[src/rtl/instruction_fetch.sv]
// Instruction fetch stage: owns the program counter, drives the ROM address,
// and captures the returned word into the IF/ID pipeline register. Handles
// stalls, branch/jump redirects with a one-bubble flush, debug step gating,
// and parks the front end once the HALT word has been fetched.
module instruction_fetch #(
  parameter int                     ADDR_LENGTH = 32,
  parameter int                     DATA_LENGTH = 32,
  parameter logic [DATA_LENGTH-1:0] HALT_INSTR  = 32'hFFFF_FFFF,
  parameter logic [DATA_LENGTH-1:0] NOP_INSTR   = 32'h0000_0000
) (
  input  logic                   i_clk,
  input  logic                   i_rst_n,
  input  logic                   i_Enable,
  input  logic                   i_Stall,
  input  logic                   i_Jump,
  input  logic [ADDR_LENGTH-1:0] i_JumpAddr,
  input  logic                   i_Branch,
  input  logic [ADDR_LENGTH-1:0] i_BranchAddr,
  input  logic [DATA_LENGTH-1:0] i_Instr,
  output logic [ADDR_LENGTH-1:0] o_Addr,
  output logic [DATA_LENGTH-1:0] o_Instr,
  output logic [ADDR_LENGTH-1:0] o_PCNext,
  output logic                   o_Valid,
  output logic                   o_Halted
);

  typedef enum logic {
    ST_RUN    = 1'b0,
    ST_HALTED = 1'b1
  } fetch_state_e;

  fetch_state_e           state;
  logic [ADDR_LENGTH-1:0] pc;
  logic [ADDR_LENGTH-1:0] pc_plus_one;

  // Sequential successor address; wraps naturally modulo 2^ADDR_LENGTH.
  assign pc_plus_one = pc + ADDR_LENGTH'(1);

  // PC, IF/ID register and run/halt state, updated in priority order.
  // NOTE: all state here is written with non-blocking assignments so every
  // register samples the pre-edge values of pc and state, regardless of the
  // order the branches below are written in.
  always_ff @(posedge i_clk) begin
    if (!i_rst_n) begin
      state    <= ST_RUN;
      pc       <= '0;
      o_Instr  <= NOP_INSTR;
      o_PCNext <= '0;
      o_Valid  <= 1'b0;
    end else if (i_Enable && !i_Stall) begin
      if (state == ST_HALTED) begin
        // Parked on the HALT word: keep feeding bubbles, ignore redirects.
        o_Instr  <= NOP_INSTR;
        o_PCNext <= '0;
        o_Valid  <= 1'b0;
      end else if (i_Jump) begin
        pc       <= i_JumpAddr;
        o_Instr  <= NOP_INSTR;
        o_PCNext <= '0;
        o_Valid  <= 1'b0;
      end else if (i_Branch) begin
        pc       <= i_BranchAddr;
        o_Instr  <= NOP_INSTR;
        o_PCNext <= '0;
        o_Valid  <= 1'b0;
      end else begin
        o_Instr  <= i_Instr;
        o_PCNext <= pc_plus_one;
        o_Valid  <= 1'b1;
        // The HALT word is presented once; PC stays pointing at it.
        if (i_Instr == HALT_INSTR) begin
          state <= ST_HALTED;
        end else begin
          pc <= pc_plus_one;
        end
      end
    end
  end

  assign o_Addr   = pc;
  assign o_Halted = (state == ST_HALTED);

endmodule

[config.mk]
export PLATFORM = sky130hd
export DESIGN_NAME = instruction_fetch
export DESIGN_NICKNAME = d
export VERILOG_FILES = /design/src/rtl/instruction_fetch.sv
export SDC_FILE = /design/constraint.sdc
export NUM_CORES = 1
export LEC_CHECK = 0
export CAP_MARGIN = 10
export CORE_ASPECT_RATIO = 0.6
export CORE_MARGIN = 10
export CORE_UTILIZATION = 47
export CTS_CLUSTER_DIAMETER = 30
export DETAILED_ROUTE_END_ITERATION = 10
export GPL_TIMING_DRIVEN = 0
export PLACE_DENSITY = 0.86
export SKIP_LAST_GASP = 1
export SLEW_MARGIN = 40
export SYNTH_ARGS = -nofsm -noshare
export SYNTH_HDL_FRONTEND = slang
export SYNTH_SLANG_ARGS = --single-unit
[constraint.sdc]
create_clock -name i_clk -period 4.3 [get_ports i_clk]
set_input_delay 0.43 -clock i_clk [delete_from_list [all_inputs] [get_ports i_clk]]
set_output_delay 0.43 -clock i_clk [all_outputs]
set_load 0.01 [all_outputs]
==> results.txt <==
- After routing, the total negative slack on setup checks comes to 0 ns.
- Combinational logic is responsible for ~17% of the overall power.
- The tightest min-delay check is of the flop to flop type.
- The die covers 15370 um^2.
* NetSw: approximately 0.62 mW
- The run finished with clean final reports.
- Of the cells placed in the final design, the portion with a size suffix greater than 1 is 6.892%.
- CTS built an H-tree with a depth of 3.
* Gate Count Post-Synth: about 610
- Max Clk Rate: about 0.37 GHz
* Core footprint: 10520 um^2
- Final Skew: 0.006689 ns
* Period utilization: 62.62%
- For hold timing, the worst endpoint is o_PCNext[24]$_SDFFE_PN0P_.
- Kind of end point of the critical path: flop
- Global routing finished with a remaining overflow of 0.
- After clock tree synthesis, the repair step resized 0 gates.
* Power Dens Cells: about 300 nW/um^2
* Largest driver fanout on the critical path: 9
- The initial utilization of the core area, before any placement, comes to 47.78%.
* Number of global-route vias before repair: 6105
* Synth-to-Final Area Change: 49.70%
* Count of hold-fix buffers inserted at cts: 0
- In this run the horizontal extent of the chip is 153.5 um.
* Final wirelength: 23440 um
* Share of total power in the clock network: 40.9%
* Standard cell with the maximum stage delay on the critical path: sky130_fd_sc_hd__nor4_1
- Data required time at the worst endpoint: 4.57 ns
* Critical R2R Launch: o_Addr[0]$_SDFFE_PN0P_
- After clock tree synthesis, the setup repair step added 0 buffers.
* Number of buffer and inverter instances along the worst setup path: 0
- In the routed design, unresolved DRC markers number 0.
- Sequential cells account for 42.6% of the total power.
- Avg WL per Cell: about 24 um
- Fraction of the mapped netlist area in simple logic gates: 21.43%
* N_diodes: 0
- Vertical die dimension: 100.1 um
- Final number of max-transition violations: 0
* Seq/Total Area, Yosys: 39.02%
* Sinks on Clock Net: 98
- Xor/xnor cell area share of the yosys netlist: under 10%
- Walking the worst path, the cells encountered are ha_1, nand3_1, nor4_1, nand2_1, a221o_1, a21oi_1.
* Via Count: 6060
- The critical path is of the flop to flop type.
- Delay-heaviest family, CP: simple AND/OR/NAND/NOR gates
* DR vias/cell: 6.273
- Synthesized-area fraction occupied by ao, oa, aoi and oai cells: approximately 29%
- Setup repair after global routing left no endpoint under its margin.
* Number of antenna violations at the first check in global routing: 0
- Number of I/O pins: 200
* Post-DRT Antenna Nets: 0
- NumNets Final: ~930
- Of the total synthesized cell area, the portion taken by full adders, half adders and majority gates is 0.2489%.
- In the layout the commonest cells are 197 x sky130_fd_sc_hd__clkdlybuf4s50_1, 98 x sky130_fd_sc_hd__dfxtp_1, 70 x sky130_fd_sc_hd__nor2_1, 55 x sky130_fd_sc_hd__a21oi_1, 52 x sky130_fd_sc_hd__a22oi_1.
- Fraction of power spent switching nets: 27.30%
- For this design the static power due to leakage is between 2 and 3 nW.
- Clock period minus worst slack: 2.693 ns
- Maximum buffer depth of the clock tree: 2
* Port Buffers: between 150 and 200
- Routability-driven placement finished with a final weighted congestion of between 0.9 and 1.
* Relative slew slack: 48.26%
- The detailed router finished its first iteration with between 600 and 700 violations.
- Clock-pin transition on the worst setup and hold timing paths: 0.07 ns
- Async set-or-reset flop fraction in the synthesized netlist: 0%
- The netlist uses 65 different library cells.
- The number of clock buffers added by TritonCTS is 9.
* Fin. Hold Viols: 0
- Counting instances, the worst hold path has a depth of 2.
- Library cell used as clock root buffer: sky130_fd_sc_hd__clkbuf_16
- The cell area that synthesis handed to floorplanning was slightly above 5000 um^2.
- Fraction of synthesized area in multiplexers: less than 1%
* Crit Reg-Reg Endpoint: o_Addr[12]$_SDFFE_PN0P_
- A synthesized cell averages 8.188 um^2.
- Synthesis inferred between 90 and 100 register bits.
- Final setup violation count: 0
- Slack of the worst reg-to-reg path: 1.61 ns
* Initial DRT Pass Iterations: 5
- Dpl hpwl: 17970 um
* Arrival time worst endpoint: a little under 3 ns
- Entering global routing, the biggest net connects 18 pins.
- On the worst path, the slowest cell contributes a delay of just over 0.8 ns.
- Wire length of the first global-routing pass: roughly 35000 um
- The worst setup path is launched from a flop.
- The internal power of the cells totals approximately 1.7 mW.
* Post-synth top flop: sky130_fd_sc_hd__dfxtp_1
- Net count after synthesis: 717
- Max-cap violation count: 0
- Utilization after layout: 71.52%
- For the worst flop-to-flop path, the logic depth is 6.
* Number of flops mapped to enable cells by yosys: 0
- Most common cell after layout, fill and taps aside: sky130_fd_sc_hd__clkdlybuf4s50_1
- Total Routing Usage GR: 28.82%
- Transition time at the pin with the least slew margin: 0.7690 ns
* Synth Warn #: 0
* Clock insertion delay at the later pin of the skew report: 0.35 ns
- By area, the combinational part of the netlist is dominated by compound AO/OA/AOI/OAI gates.
* Clock tree from TritonCTS: built
- The floorplan has 29 rows.
- The startpoint identified for the worst hold timing path is o_PCNext[24]$_SDFFE_PN0P_.
- Peak supply drop: 0.2464 mV
[flip-flops by register name, summed over array words and instances, names as in the netlist]
name      cells
o_Addr       32
o_PCNext     32
o_Instr      32
o_Halted      1
o_Valid       1
[how the worst max path moves through the flow]
stage,cells past startpoint,to,from
final,6,o_Addr[12]$_SDFFE_PN0P_,o_Addr[0]$_SDFFE_PN0P_
after global routing,7,o_Addr[26]$_SDFFE_PN0P_,o_Addr[0]$_SDFFE_PN0P_
after CTS,7,o_Addr[26]$_SDFFE_PN0P_,o_Addr[0]$_SDFFE_PN0P_
after detailed placement,7,o_Addr[16]$_SDFFE_PN0P_,i_Instr[30]
after global placement,7,o_PCNext[22]$_SDFFE_PN0P_,i_Stall
after floorplan,6,o_Addr[31]$_SDFFE_PN0P_,o_Addr[2]$_SDFFE_PN0P_
[cell families after synthesis]
| kind of cell | Yosys count |
|---|---|
| XOR/XNOR | 21 |
| flip-flops | 98 |
| buffers and inverters | 69 |
| AND/OR/NAND/NOR | 206 |
| multiplexers | 2 |
| adder cells (fa/ha/maj) | 1 |
| AO/OA/AOI/OAI | 217 |
[metrics by stage]
| step | area (um^2) | hold slack, ns | setup WS [ns] | power [mW] | std cells |
|---|---|---|---|---|---|
| finish | 7526 | 0.4597 | 1.607 | 2.273 | 966 |
| global route | 7526 | 0.4838 | 1.453 | 2.328 | 966 |
| CTS | 7513 | 0.4597 | 1.730 | 2.256 | 966 |
| detailed placement | 7178 | 0.4459 | 1.424 | 1.351 | 950 |
| global placement | 7173 | 0.4444 | 1.446 | 1.343 | 950 |
| floorplan | 5027 | 0.4761 | 2.261 | 1.130 | 614 |
[synthesized netlist by cell type (all sizes together) (16+ instances only)]
cell type | n | area, um^2
a21oi | 55 | 275.3
a22oi | 52 | 390.4
buf | 23 | 127.6
clkbuf | 30 | 112.6
dfxtp | 98 | 1962
nand2 | 33 | 123.9
nand3 | 25 | 137.6
nand4 | 25 | 171.4
nor2 | 70 | 262.8
nor4 | 16 | 130.1
o21ai | 37 | 185.2
[power groups by stage]
stage | clock [mW] | combinational, mW | sequential, mW
global route | 0.960 | 0.395 | 0.972
detailed placement | 0 | 0.363 | 0.988
floorplan | 0 | 0.139 | 0.991
finish | 0.930 | 0.374 | 0.969
CTS | 0.923 | 0.366 | 0.967
global placement | 0 | 0.357 | 0.986
[worst min-delay path: cells and delay by family (launching register included)]
family / cells / cell delay [ns]
AO/OA/AOI/OAI: 1 / 0.05
flip-flops: 1 / 0.31
AND/OR/NAND/NOR: 1 / 0.05
[layer usage]
layer	wire, um	up-vias	global-route usage [%]
met5	0	-	0
met4	254	0	6.652
met3	3063	26	10.33
met2	9856	415	41.36
met1	10260	2913	40.20
li1	-	2706	-
[cell type report]
cell class              instances  area [um^2]
fillers                       835         2997
multi-input cells             447         2773
repair buffers                197         1972
flip-flops and latches         98         1962
plain buffers                  55        257.7
clock buffers                  10        239.0
well taps                     139        173.9
clock inverters                 6        96.34
inverters                      14        52.55
Power figures use the tool's default switching activity.
